`src/rtl/uart_cmd_controller_if.sv`:
```
// Handshake bundle between the command controller, the UART rx/tx pair and the register bus.
// The master side is the controller; the slave side is the UART plus register file.
interface uart_cmd_controller_if #(
  parameter int ADDR_W = 4
) ();

  logic              rx_ready;
  logic [7:0]        rx_data;

  logic              reg_wr_en;
  logic              reg_rd_en;
  logic [ADDR_W-1:0] reg_addr;
  logic [7:0]        reg_wdata;
  logic [7:0]        reg_rdata;

  logic              tx_start;
  logic [7:0]        tx_data;
  logic              tx_busy;

  modport master (
    input  rx_ready, rx_data, reg_rdata, tx_busy,
    output reg_wr_en, reg_rd_en, reg_addr, reg_wdata, tx_start, tx_data
  );

  modport slave (
    output rx_ready, rx_data, reg_rdata, tx_busy,
    input  reg_wr_en, reg_rd_en, reg_addr, reg_wdata, tx_start, tx_data
  );

endinterface

```
`src/rtl/uart_cmd_controller.sv`:
```
// Parses 'W'/'R' register-access frames from the UART receiver, drives the register bus
// and queues a one-byte reply (ACK, NAK or read data) to the UART transmitter.
module uart_cmd_controller #(
  parameter int         ADDR_W        = 4,
  parameter int         TIMEOUT_TICKS = 320,
  parameter logic [7:0] OP_WR         = 8'h57,
  parameter logic [7:0] OP_RD         = 8'h52,
  parameter logic [7:0] ACK           = 8'h06,
  parameter logic [7:0] NAK           = 8'h15
) (
  input  logic                  clk_100MHz,
  input  logic                  reset,
  input  logic                  sample_tick,
  uart_cmd_controller_if.master bus,
  output logic [7:0]            err_count
);

  localparam int                TICK_W    = (TIMEOUT_TICKS > 1) ? $clog2(TIMEOUT_TICKS) : 1;
  localparam logic [TICK_W-1:0] LAST_TICK = TICK_W'(TIMEOUT_TICKS - 1);

  typedef enum logic [2:0] {
    IDLE,
    GET_ADDR,
    GET_DATA,
    WRITE,
    READ,
    READ_WAIT,
    SEND,
    WAIT_TX
  } state_t;

  state_t            state;
  logic              is_write;
  logic [TICK_W-1:0] tick_count;
  logic [7:0]        reply_byte;

  function automatic logic [7:0] sat_inc(input logic [7:0] v);
    return (v == 8'hFF) ? v : v + 8'd1;
  endfunction

  // Strobes default low each cycle so every pulse lasts exactly one clock.
  always_ff @(posedge clk_100MHz) begin
    if (reset) begin
      state         <= IDLE;
      is_write      <= 1'b0;
      tick_count    <= '0;
      reply_byte    <= 8'h00;
      err_count     <= 8'h00;
      bus.reg_wr_en <= 1'b0;
      bus.reg_rd_en <= 1'b0;
      bus.reg_addr  <= '0;
      bus.reg_wdata <= 8'h00;
      bus.tx_start  <= 1'b0;
      bus.tx_data   <= 8'h00;
    end else begin
      bus.reg_wr_en <= 1'b0;
      bus.reg_rd_en <= 1'b0;
      bus.tx_start  <= 1'b0;

      case (state)
        IDLE: begin
          if (bus.rx_ready) begin
            tick_count <= '0;
            if (bus.rx_data == OP_WR) begin
              is_write <= 1'b1;
              state    <= GET_ADDR;
            end else if (bus.rx_data == OP_RD) begin
              is_write <= 1'b0;
              state    <= GET_ADDR;
            end else begin
              reply_byte <= NAK;
              err_count  <= sat_inc(err_count);
              state      <= SEND;
            end
          end
        end

        // A byte in the same cycle as the final tick still counts; the timeout only fires without one.
        GET_ADDR, GET_DATA: begin
          if (bus.rx_ready) begin
            tick_count <= '0;
            if (state == GET_ADDR) begin
              bus.reg_addr <= bus.rx_data[ADDR_W-1:0];
              state        <= is_write ? GET_DATA : READ;
            end else begin
              bus.reg_wdata <= bus.rx_data;
              state         <= WRITE;
            end
          end else if (sample_tick) begin
            if (tick_count == LAST_TICK) begin
              tick_count <= '0;
              err_count  <= sat_inc(err_count);
              state      <= IDLE;
            end else begin
              tick_count <= tick_count + TICK_W'(1);
            end
          end
        end

        WRITE: begin
          bus.reg_wr_en <= 1'b1;
          reply_byte    <= ACK;
          state         <= SEND;
        end

        READ: begin
          bus.reg_rd_en <= 1'b1;
          state         <= READ_WAIT;
        end

        // Read data lags the strobe by one cycle, so skip the cycle where the strobe is still high.
        READ_WAIT: begin
          if (!bus.reg_rd_en) begin
            reply_byte <= bus.reg_rdata;
            state      <= SEND;
          end
        end

        SEND: begin
          if (!bus.tx_busy) begin
            bus.tx_start <= 1'b1;
            bus.tx_data  <= reply_byte;
            state        <= WAIT_TX;
          end
        end

        WAIT_TX: begin
          if (bus.tx_busy) begin
            state <= IDLE;
          end
        end

        default: state <= IDLE;
      endcase

      if (bus.rx_ready && !(state inside {IDLE, GET_ADDR, GET_DATA})) begin
        err_count <= sat_inc(err_count);
      end
    end
  end

endmodule
```
`src/flat_wrapper.sv`:
```
// flat-port wrapper written by rule: the top's interface ports become plain ports
module uart_cmd_controller_flat 
#(
  parameter int         ADDR_W        = 4,
  parameter int         TIMEOUT_TICKS = 320,
  parameter logic [7:0] OP_WR         = 8'h57,
  parameter logic [7:0] OP_RD         = 8'h52,
  parameter logic [7:0] ACK           = 8'h06,
  parameter logic [7:0] NAK           = 8'h15
)
  (clk_100MHz, reset, sample_tick, err_count, bus_rx_ready, bus_rx_data, bus_reg_rdata, bus_tx_busy, bus_reg_wr_en, bus_reg_rd_en, bus_reg_addr, bus_reg_wdata, bus_tx_start, bus_tx_data);
  uart_cmd_controller_if #(.ADDR_W(ADDR_W)) bus_i ();
  input  logic clk_100MHz;
  input  logic reset;
  input  logic sample_tick;
  output logic [7:0] err_count;
  input wire logic [$bits(bus_i.rx_ready)-1:0] bus_rx_ready;
  input wire logic [$bits(bus_i.rx_data)-1:0] bus_rx_data;
  input wire logic [$bits(bus_i.reg_rdata)-1:0] bus_reg_rdata;
  input wire logic [$bits(bus_i.tx_busy)-1:0] bus_tx_busy;
  output wire logic [$bits(bus_i.reg_wr_en)-1:0] bus_reg_wr_en;
  output wire logic [$bits(bus_i.reg_rd_en)-1:0] bus_reg_rd_en;
  output wire logic [$bits(bus_i.reg_addr)-1:0] bus_reg_addr;
  output wire logic [$bits(bus_i.reg_wdata)-1:0] bus_reg_wdata;
  output wire logic [$bits(bus_i.tx_start)-1:0] bus_tx_start;
  output wire logic [$bits(bus_i.tx_data)-1:0] bus_tx_data;
  assign bus_i.rx_ready = bus_rx_ready;
  assign bus_i.rx_data = bus_rx_data;
  assign bus_i.reg_rdata = bus_reg_rdata;
  assign bus_i.tx_busy = bus_tx_busy;
  assign bus_reg_wr_en = bus_i.reg_wr_en;
  assign bus_reg_rd_en = bus_i.reg_rd_en;
  assign bus_reg_addr = bus_i.reg_addr;
  assign bus_reg_wdata = bus_i.reg_wdata;
  assign bus_tx_start = bus_i.tx_start;
  assign bus_tx_data = bus_i.tx_data;
  uart_cmd_controller #(.ADDR_W(ADDR_W), .TIMEOUT_TICKS(TIMEOUT_TICKS), .OP_WR(OP_WR), .OP_RD(OP_RD), .ACK(ACK), .NAK(NAK)) u_core (.clk_100MHz(clk_100MHz), .reset(reset), .sample_tick(sample_tick), .bus(bus_i), .err_count(err_count));
endmodule
```
`config.mk`:
```
export PLATFORM = sky130hd
export DESIGN_NAME = uart_cmd_controller_flat
export DESIGN_NICKNAME = d
export VERILOG_FILES = /design/src/rtl/uart_cmd_controller_if.sv /design/src/rtl/uart_cmd_controller.sv /design/src/flat_wrapper.sv
export SDC_FILE = /design/constraint.sdc
export NUM_CORES = 1
export LEC_CHECK = 0
export CORE_MARGIN = 2
export CORE_UTILIZATION = 40
export DETAILED_ROUTE_END_ITERATION = 7
export HOLD_SLACK_MARGIN = 0.06
export PLACE_DENSITY = 0.61
export SLEW_MARGIN = 20
export SYNTH_ARGS = -nofsm -noshare
export SYNTH_HDL_FRONTEND = slang
export SYNTH_SLANG_ARGS = --single-unit
```
`constraint.sdc`:
```
create_clock -name clk_100MHz -period 5.55 [get_ports clk_100MHz]
set_input_delay 1.665 -clock clk_100MHz [delete_from_list [all_inputs] [get_ports clk_100MHz]]
set_output_delay 1.665 -clock clk_100MHz [all_outputs]
set_load 0.02 [all_outputs]
```
==> qor.yml <==
synth:
  synth_cell_types: 51
  ys_ff_latch: 52
  yosysMostFrequentCell: "dfxtp_1"
  ys.flop_type: "dfxtp_1"
  yosys_warnings: 0
  async_reset_ff_frac: 0
  netlist_top_cells_area: "dfxtp_1 44%, nand2_1 6.8%, a21oi_1 5.7%"
  netlist.area_leader.share: 0.4358
  synth_cells: 280
  synth_top_area_cell: "dfxtp_1"
  syn_area_mm2: 0.002389
  syn_avg_cell_area_um2: 8.531
  syn_nets: 303
  synth_commonest_cells: "52 x dfxtp_1, 43 x nand2_1, 27 x a21oi_1"
  synth_edf_count: 0
  seq_area_frac_synth: 0.4358
sta:
  max_slew_margin: 0.3889
  period_share: 0.6523
  setup_tns_ns: 0
  setup_viol: 0
  rsz0062_at_grt: "false"
  finClkSkew_ns: 0.007789
  period_minus_slack_ns: 3.620
  fmax_ghz: 0.2762
  finalHoldViolations: 0
  final.setup.worst_slack_ns: 1.930
  tightest_slew_ns: 0.9167
  finalMaxSlewViolations: 0
layout:
  final-seq-area_mm2: 0.001041
  diodes: 0
  nets: 346
  drive_above_1_share: 0.09259
  syn_to_final_growth_pct: 25.93
  finalInstanceArea_mm2: 0.003008
  multi_input_area_mm2: 0.001264
  fill_cells: 577
critical_path:
  crit_fanout: 15
  critPathMaxStageDelay_ns: 0.55
  timing.rr.start: "u_core.state[2]"
  crit_buf_inv: 1
  end_kind: "register"
  ff2ff_setup_slack_ns: 3.26
  crit_top_cell: "or4_4"
  critPathTopFamily: "simple AND/OR/NAND/NOR gates"
  r2r_cells: 5
  cp.required_ns: 5.74
  crit_cells: 6
  start_kind: "input pin"
  arrival_ns: 3.81
  crit_type: "in -> reg"
  slowest_stage: "or4_4"
  cp_cell_sequence: "clkdlybuf4s50_1 > or4_4 > or4_4 > o211ai_2 > nor3_2 > mux2_4"
  timing.rr.end: "u_core.err_count[5]"
placement:
  dp_hpwl_um: 3751
  place_area_mm2: 0.002912
  globalplace.congestion: 0.7559
  dp_worst_setup_slack_ns: 1.613
  io_buffers: 51
pwr:
  ir_drop_mv: 0.1685
  power.density_mw_per_mm2: 354.4
  internal-power_uw: 676.2
  seq_power_share: 0.448
  clock_power_share: 0.215
  switching_share: 0.3657
  p_total_mw: 1.066
  power_switching_uw: 389.8
  p_leak_nw: 1.000
  pwr-share-comb: 0.338
clocking:
  cts_sinks: 52
  root_buffer: "clkbuf_8"
  cts_buffer_depth: 2
  cts_tree: "yes"
  clk_latency_ns: 0.30
  cts_setup_buffers: 0
  ctsResizeCount: 0
  postCtsHoldBufs: 0
  path_clk_slew_ns: 0.10
  htreeDepth: 2
  cts_made_buffers: 5
drt:
  viasPerCell: 5.221
  ant_nets: 0
  drc: 0
  drtPass1Iterations: 4
  wl_per_cell_um: 13.31
  vias: 2083
  drt-initial-drc-count: 127
  drt_wl_total_um: 5309
global_routing:
  grt_max_degree: 48
  track_usage: 0.1687
  grt_pass1_wl_um: 8818
  globalRouteOverflowTotal: 0
  antenna_found_initial: 0
  grt_pass1_vias: 1865
floorplanning:
  io_pins: 52
  std_cell_rows: 28
  die_x_um: 81.28
  core_region_area_mm2: 0.005851
  start_util: 0.4083
  die_y_um: 81.28
  die_area_mm2: 0.006606
job:
  maxCapViolCount: 0
min_path:
  hold_start: "u_core.reply_byte[3]"
  hold_path_class: "reg -> reg"
  hold_end: "u_core.bus.tx_data[3]"
  min_path_cells: 2
run_status:
  status: "finished clean"
==> kinds of logic (layout without fill, tap and decap cells) <==
logic type	after synthesis	count (layout)	share of synthesized area
fa+ha+maj	3	3	0.01467
mux	8	8	0.03614
flops	52	52	0.4358
compound gates	62	62	0.1624
xor+xnor	10	10	0.03667
buf+inv	17	61	0.03510
simple gates	128	128	0.2792
==> power by group through the flow <==
| stage | logic, mW | clock network, mW | registers [mW] |
|---|---|---|---|
| 2_1_floorplan | 0.284 | 0 | 0.471 |
| 3_5_place_dp | 0.362 | 0 | 0.487 |
| 6_report | 0.360 | 0.229 | 0.477 |
| 4_1_cts | 0.364 | 0.237 | 0.478 |
| 5_1_grt | 0.404 | 0.251 | 0.488 |
| 3_3_place_gp | 0.360 | 0 | 0.487 |
==> cell usage in the layout, fill, tap and decap left out, drive strengths merged, types with 6 or more instances in the layout <==
master and instances:
clkbuf 6, nand2 43, o21ai 14, nand2b 7, mux2i 6, dfxtp 52, or3 6, nand3 8
nor3 6, nor2 23, a21oi 33, and3 6, xor2 8, clkdlybuf4s50 50
==> how the worst max path moves through the flow <==
stage | from | endpoint | slack, ns
2_1_floorplan | bus_rx_data[7] | u_core.err_count[5] | 2.29
3_3_place_gp | bus_rx_data[7] | u_core.err_count[5] | 1.65
3_5_place_dp | bus_rx_data[7] | u_core.err_count[5] | 1.61
4_1_cts | bus_rx_data[7] | u_core.err_count[5] | 1.94
5_1_grt | bus_rx_ready | u_core.tick_count[0] | 1.85
6_report | bus_rx_data[7] | u_core.err_count[5] | 1.93
==> flip-flops by register name, summed over array words and instances (netlist names) <==
name                  cells
u_core.bus.reg_rd_en      1
u_core.state              3
u_core.is_write           1
u_core.bus.reg_wdata      8
u_core.bus.reg_wr_en      1
u_core.bus.reg_addr       4
u_core.bus.tx_start       1
u_core.err_count          8
u_core.tick_count         9
u_core.reply_byte         8
u_core.bus.tx_data        8
==> final cells by class <==
type	count	area share
clock inverter	2	0.004576
tap	75	0.03120
timing repair buffer	51	0.1681
inverter	2	0.002496
multi-input combinational	211	0.4201
clock buffer	6	0.02745
sequential	52	0.3461
==> metal layers <==
metal  vias to the layer above  GRT usage  share of wire
met1                       977     0.2245           0.48
li1                       1059          -              -
met2                        38     0.2713           0.47
met4                         0    0.05085          0.015
met5                         -          0              0
met3                         9    0.03889          0.034
==> tightest hold or removal path, delay by kind of cell, from the launching register on <==
family | cells | cell delay [ns]
and+or+nand+nor | 1 | 0.05
AOI/OAI and AO/OA | 1 | 0.05
DFF | 1 | 0.32
==> through the flow <==
stage	utilization	cells	hold slack, ns
2_1_floorplan	-	280	0.4321
3_3_place_gp	0.4976	391	0.4399
3_5_place_dp	0.4976	391	0.4450
4_1_cts	0.5141	399	0.4600
5_1_grt	0.5141	399	0.4723
6_report	0.5141	399	0.4557
Note: power is estimated with default switching activity, not from simulation.
